`src/rtl/gpio_pattern_seq.sv`:
```
// gpio_pattern_seq: plays a stored list of (value, hold) steps onto a WIDTH-bit bus.
// Each step is held for max(hold,1) cycles, and the whole list is repeated repeat_cnt extra times.
// Optional build macro PATTERN_SEQ_LOOP_EN adds the loop port. When loop is sampled high at start,
// the pattern replays until abort or reset.
module gpio_pattern_seq #(
    parameter int unsigned      WIDTH     = 8,
    parameter int unsigned      DEPTH     = 16,
    parameter int unsigned      HOLD_W    = 16,
    parameter int unsigned      REP_W     = 8,
    parameter logic [WIDTH-1:0] RESET_VAL = '0,
    localparam int unsigned     AW        = $clog2(DEPTH)
) (
    input  logic              clk,
    input  logic              rst,
    input  logic              wr_en,
    input  logic [AW-1:0]     wr_addr,
    input  logic [WIDTH-1:0]  wr_value,
    input  logic [HOLD_W-1:0] wr_hold,
    input  logic [AW-1:0]     last_idx,
    input  logic [REP_W-1:0]  repeat_cnt,
    input  logic              start,
    input  logic              abort,
`ifdef PATTERN_SEQ_LOOP_EN
    input  logic              loop,
`endif
    output logic [WIDTH-1:0]  gpio_out,
    output logic              busy,
    output logic              done,
    output logic [AW-1:0]     step_idx
);

    typedef enum logic {S_IDLE = 1'b0, S_RUN = 1'b1} state_t;

    logic [WIDTH-1:0]  r_mem_value [DEPTH];
    logic [HOLD_W-1:0] r_mem_hold  [DEPTH];

    state_t            r_state, w_state_d;
    logic [WIDTH-1:0]  r_gpio, w_gpio_d;
    logic [AW-1:0]     r_step, w_step_d;
    logic [AW-1:0]     r_last, w_last_d;
    logic [HOLD_W-1:0] r_hold_cnt, w_hold_d;
    logic [REP_W-1:0]  r_pass, w_pass_d;
    logic              r_busy, r_done, w_done_d;

    logic              w_idle;
    logic              w_start_ok;
    logic              w_fwd;
    logic              w_loop_act;
    logic [AW-1:0]     w_nxt_idx;
    logic [AW-1:0]     w_rd_addr;
    logic [WIDTH-1:0]  w_rd_value;
    logic [HOLD_W-1:0] w_rd_hold;
    logic [HOLD_W-1:0] w_hold_load;

    assign w_idle     = (r_state == S_IDLE);
    assign w_start_ok = w_idle && start && !abort;

    // Pattern memory: written only while idle, never reset
    always_ff @(posedge clk) begin
        if (wr_en && w_idle) begin
            r_mem_value[wr_addr] <= wr_value;
            r_mem_hold[wr_addr]  <= wr_hold;
        end
    end

`ifdef PATTERN_SEQ_LOOP_EN
    logic r_loop;

    // Latch the loop request together with the other start-time controls
    always_ff @(posedge clk) begin
        if (!rst) begin
            r_loop <= 1'b0;
        end else if (w_start_ok) begin
            r_loop <= loop;
        end
    end

    assign w_loop_act = r_loop;
`else
    assign w_loop_act = 1'b0;
`endif

    // Read port. A write to entry 0 in the start cycle is forwarded so the first step uses the new data.
    assign w_nxt_idx   = (r_step == r_last) ? '0 : r_step + AW'(1);
    assign w_rd_addr   = w_idle ? '0 : w_nxt_idx;
    assign w_fwd       = w_idle && wr_en && (wr_addr == '0);
    assign w_rd_value  = w_fwd ? wr_value : r_mem_value[w_rd_addr];
    assign w_rd_hold   = w_fwd ? wr_hold  : r_mem_hold[w_rd_addr];
    assign w_hold_load = (w_rd_hold == '0) ? '0 : w_rd_hold - HOLD_W'(1);

    // State and output registers
    always_ff @(posedge clk) begin
        if (!rst) begin
            r_state    <= S_IDLE;
            r_gpio     <= RESET_VAL;
            r_step     <= '0;
            r_last     <= '0;
            r_hold_cnt <= '0;
            r_pass     <= '0;
            r_busy     <= 1'b0;
            r_done     <= 1'b0;
        end else begin
            r_state    <= w_state_d;
            r_gpio     <= w_gpio_d;
            r_step     <= w_step_d;
            r_last     <= w_last_d;
            r_hold_cnt <= w_hold_d;
            r_pass     <= w_pass_d;
            r_busy     <= (w_state_d == S_RUN);
            r_done     <= w_done_d;
        end
    end

    // Next-state logic: step sequencing, pass counting, abort and completion
    always_comb begin
        w_state_d = r_state;
        w_gpio_d  = r_gpio;
        w_step_d  = r_step;
        w_last_d  = r_last;
        w_hold_d  = r_hold_cnt;
        w_pass_d  = r_pass;
        w_done_d  = 1'b0;

        unique case (r_state)
            S_IDLE: begin
                if (w_start_ok) begin
                    w_state_d = S_RUN;
                    w_gpio_d  = w_rd_value;
                    w_step_d  = '0;
                    w_hold_d  = w_hold_load;
                    w_last_d  = last_idx;
                    w_pass_d  = repeat_cnt;
                end
            end
            S_RUN: begin
                if (abort) begin
                    w_state_d = S_IDLE;
                end else if (r_hold_cnt != '0) begin
                    w_hold_d = r_hold_cnt - HOLD_W'(1);
                end else if (r_step != r_last) begin
                    w_step_d = w_nxt_idx;
                    w_gpio_d = w_rd_value;
                    w_hold_d = w_hold_load;
                end else if (w_loop_act || (r_pass != '0)) begin
                    w_step_d = '0;
                    w_gpio_d = w_rd_value;
                    w_hold_d = w_hold_load;
                    if (!w_loop_act) begin
                        w_pass_d = r_pass - REP_W'(1);
                    end
                end else begin
                    w_state_d = S_IDLE;
                    w_done_d  = 1'b1;
                end
            end
            default: begin
                w_state_d = S_IDLE;
            end
        endcase
    end

    assign gpio_out = r_gpio;
    assign busy     = r_busy;
    assign done     = r_done;
    assign step_idx = r_step;

endmodule

```
`config.mk`:
```
export PLATFORM = sky130hd
export DESIGN_NAME = gpio_pattern_seq
export DESIGN_NICKNAME = d
export VERILOG_FILES = /design/src/rtl/gpio_pattern_seq.sv
export SDC_FILE = /design/constraint.sdc
export NUM_CORES = 1
export LEC_CHECK = 0
export BUFFER_PORTS_ARGS = -buffer_cell sky130_fd_sc_hd__buf_2
export CORE_ASPECT_RATIO = 1.2
export CORE_MARGIN = 2
export CORE_UTILIZATION = 56
export DETAILED_ROUTE_END_ITERATION = 8
export PLACE_DENSITY = 0.81
export RECOVER_POWER = 100
export SETUP_SLACK_MARGIN = 0.5
export SLEW_MARGIN = 20
export SYNTH_ARGS = -nofsm -noshare
export SYNTH_HDL_FRONTEND = slang
export SYNTH_SLANG_ARGS = --single-unit
export TNS_END_PERCENT = 10
```
`constraint.sdc`:
```
create_clock -name clk -period 3.2 [get_ports clk]
set_clock_uncertainty 0.1 [all_clocks]
set_input_delay 0.48 -clock clk [delete_from_list [all_inputs] [get_ports clk]]
set_output_delay 0.48 -clock clk [all_outputs]
set_load 0.03 [all_outputs]
```
==> flow_metrics.env <==
export IMPL_status="finished with violations"
export IMPL_violations="setup timing"
export IMPL_crit_path_end_kind="flip-flop"
export IMPL_hold_buffers=0
export IMPL_die_h_um=201.4
export IMPL_yosysTopAreaCellShare=0.6343
export IMPL_max_freq_mhz=293.0
export IMPL_rows=72
export IMPL_synth_area_leader_cell="edfxtp_1"
export IMPL_period_share=1.066
export IMPL_min_path_type="in2reg"
export IMPL_synth_seq_area_share=0.6805
export IMPL_grt_setup_unrepaired="true"
export IMPL_htreeDepth=2
export IMPL_layout_setup_ws_ns=-0.2125
export IMPL_slew_limit_headroom=0.4341
export IMPL_first_iter_violations=1949
export IMPL_antenna_found_initial=2
export IMPL_synth_edf_count=384
export IMPL_min_to="done$_SDFF_PP0_"
export IMPL_worst_ep_arrival_time_ns=3.77
export IMPL_min_from="abort"
export IMPL_viasPerCell=6.933
export IMPL_timing_final_crit_period_ns=3.412
export IMPL_ir_drop_mv=0.5972
export IMPL_drc=0
export IMPL_hold_depth=2
export IMPL_wl_per_cell_um=27.64
export IMPL_dieArea_um2=33930
export IMPL_final_antenna_net_count=0
export IMPL_grt_max_degree=45
export IMPL_async_reset_ff_frac=0
export IMPL_area_growth_syn_to_layout_pct=24.10
export IMPL_final_layout_size_suffix_gt1_frac=0.2823
export IMPL_dp_hpwl_mm=31.38
export IMPL_ys_types=85
export IMPL_ys_top_cells_by_count="edfxtp_1 (384), nand2_1 (128), nor2_1 (94), o21ai_0 (78), nor3_1 (52)"
export IMPL_cp_max_fo=11
export IMPL_finalHoldViolCount=0
export IMPL_r2r_end="r_hold_cnt[9]$_SDFFE_PN0P_"
export IMPL_r2r_cells=14
export IMPL_critPathRequiredTime_ns=3.56
export IMPL_place_ws_ns=-0.4499
export IMPL_drv_cap=0
export IMPL_clockRootBuffer="clkbuf_16"
export IMPL_first_pass_iters=6
export IMPL_num_vias=14005
export IMPL_wl_mm=55.83
export IMPL_gp_congestion=0.9254
export IMPL_synth_seq_cells=426
export IMPL_report_final_slew_viol_count=0
export IMPL_clk_pin_slew_ns=0.06
export IMPL_synth_top_flop_cell="edfxtp_1"
export IMPL_io_buffers=58
export IMPL_grt_overflow_total=0
export IMPL_startpoint_type="flip-flop"
export IMPL_nets=1629
export IMPL_r2r_start="step_idx[0]$_SDFFE_PN0P_"
export IMPL_grt_pass1_wl_mm=83.06
export IMPL_avgSynthCellArea_um2=13.39
export IMPL_cts_tree="built"
export IMPL_cts_buffers=42
export IMPL_setup_viol=16
export IMPL_syn_inst=1358
export IMPL_start_util=0.5669
export IMPL_post_route_util=0.7035
export IMPL_syn_nets=1409
export IMPL_grt_use_total=0.3289
export IMPL_clock_path_buffers=3
export IMPL_grt_pass1_vias=14000
export IMPL_fp_dieW_um=168.5
export IMPL_yosysMostFrequentCell="edfxtp_1"
export IMPL_cellLeakagePower_nw=7.553
export IMPL_netlist_area_um2=18180
export IMPL_yosys_warnings=0
export IMPL_clkLatencyLatePin_ns=0.57
export IMPL_critPathKind="reg2reg"
export IMPL_netlist_top_cells_area="edfxtp_1 (63%), dfxtp_1 (4.6%), nand2_1 (2.6%)"
export IMPL_tightest_slew_ns=0.8489
export IMPL_cts_sinks=426
export IMPL_core_area_um2=32070
export IMPL_powerDensity_nw_per_um2=529.7
export IMPL_io_pins=59
export IMPL_r2r_slack_ns=-0.21
-- layout make-up --
| cell class | count | area (um^2) |
|---|---|---|
| well taps | 407 | 509.2 |
| multi-input cells | 828 | 6033 |
| repair buffers | 266 | 2176 |
| flip-flops and latches | 426 | 12390 |
| clock inverters | 33 | 334.1 |
| clock buffers | 45 | 1062 |
| diodes | 1 | 2.502 |
| fillers | 1948 | 9510 |
| inverters | 14 | 52.55 |
-- cell usage in the layout (no fill, tap or decap), types with 35 or more instances in the layout --
cell / instances
buf_4: 167
clkbuf_16: 42
nand3_1: 35
nor2_1: 80
clkbuf_1: 36
nand2_1: 126
a21oi_1: 47
o221ai_1: 37
o21ai_0: 68
dfxtp_1: 35
edfxtp_1: 384
nor3_1: 43
-- flip-flops by register name, indices dropped and copies added, names as in the netlist --
name / count
busy: 1
done: 1
gpio_out: 8
r_hold_cnt: 16
r_last: 4
r_mem_hold: 256
r_mem_value: 128
r_pass: 8
step_idx: 4
-- worst max path at each step --
stage / startpoint / end / slack (ns)
after floorplan: wr_addr[1] / r_hold_cnt[10]$_SDFFE_PN0P_ / -0.04
after global placement: wr_addr[1] / r_hold_cnt[13]$_SDFFE_PN0P_ / -0.37
after detailed placement: wr_addr[1] / r_hold_cnt[13]$_SDFFE_PN0P_ / -0.45
after CTS: step_idx[0]$_SDFFE_PN0P_ / r_hold_cnt[13]$_SDFFE_PN0P_ / -0.02
after global routing: step_idx[0]$_SDFFE_PN0P_ / r_hold_cnt[9]$_SDFFE_PN0P_ / -0.34
final: step_idx[0]$_SDFFE_PN0P_ / r_hold_cnt[9]$_SDFFE_PN0P_ / -0.21
-- power breakdown --
| group | internal, mW | switching [mW] |
|---|---|---|
| combinational | 0.273 | 0.509 |
| sequential | 6.15 | 0.0511 |
| clock | 2.78 | 2.19 |
-- routing by layer --
layer / share of wire / wire, um / vias up / global-route usage
met4: 0.082 / 4563 / 2 / 0.2211
li1: - / - / 5794 / -
met2: 0.47 / 26310 / 1188 / 0.5295
met3: 0.12 / 6581 / 341 / 0.07179
met5: 0.00021 / 12 / - / 0
met1: 0.33 / 18360 / 6680 / 0.3999
-- through the flow --
| step | power, mW | setup TNS [ns] | area [um^2] | std cells | hold WS [ns] |
|---|---|---|---|---|---|
| 6_report | 11.95 | -1.859 | 22560 | 2020 | 0.03444 |
| 5_1_grt | 12.23 | -4.153 | 22560 | 2020 | 0.04755 |
| 3_5_place_dp | 7.028 | -6.093 | 20360 | 1910 | 0.3885 |
| 3_3_place_gp | 7.007 | -4.433 | 20360 | 1910 | 0.3867 |
| 2_1_floorplan | 6.687 | -0.1923 | 18430 | 1358 | 0.3633 |
| 4_1_cts | 11.92 | -0.02142 | 22420 | 2013 | 0.02657 |
-- critical path, stage by stage (launching register included) --
cell	delay [ns]
dfxtp_4	0.38
ha_4	0.21
xnor2_4	0.27
buf_4	0.29
a21oi_1	0.10
a311oi_2	0.36
a2111oi_2	0.13
a211oi_2	0.30
buf_4	0.18
nand4_1	0.15
buf_4	0.19
nor4_2	0.25
xnor2_1	0.15
a21oi_1	0.16
nor2_1	0.06
-- cells by family (layout without fill, tap and decap cells) --
group	after synthesis	after routing	synth area share
adder cells (fa/ha/maj)	6	6	0.004129
other	0	1	0
buffers and inverters	105	358	0.02608
flip-flops	426	426	0.6805
AND/OR/NAND/NOR	391	391	0.1019
AO/OA/AOI/OAI	361	362	0.1483
multiplexers	39	39	0.02333
XOR/XNOR	30	30	0.01569
-- repair_timing --
item,in CTS,in global routing
pin swaps,49,30
resized for setup,84,31
setup endpoints to repair,30,25
buffers inserted,22,6
gates cloned,3,0
Power figures use the tool's default switching activity.
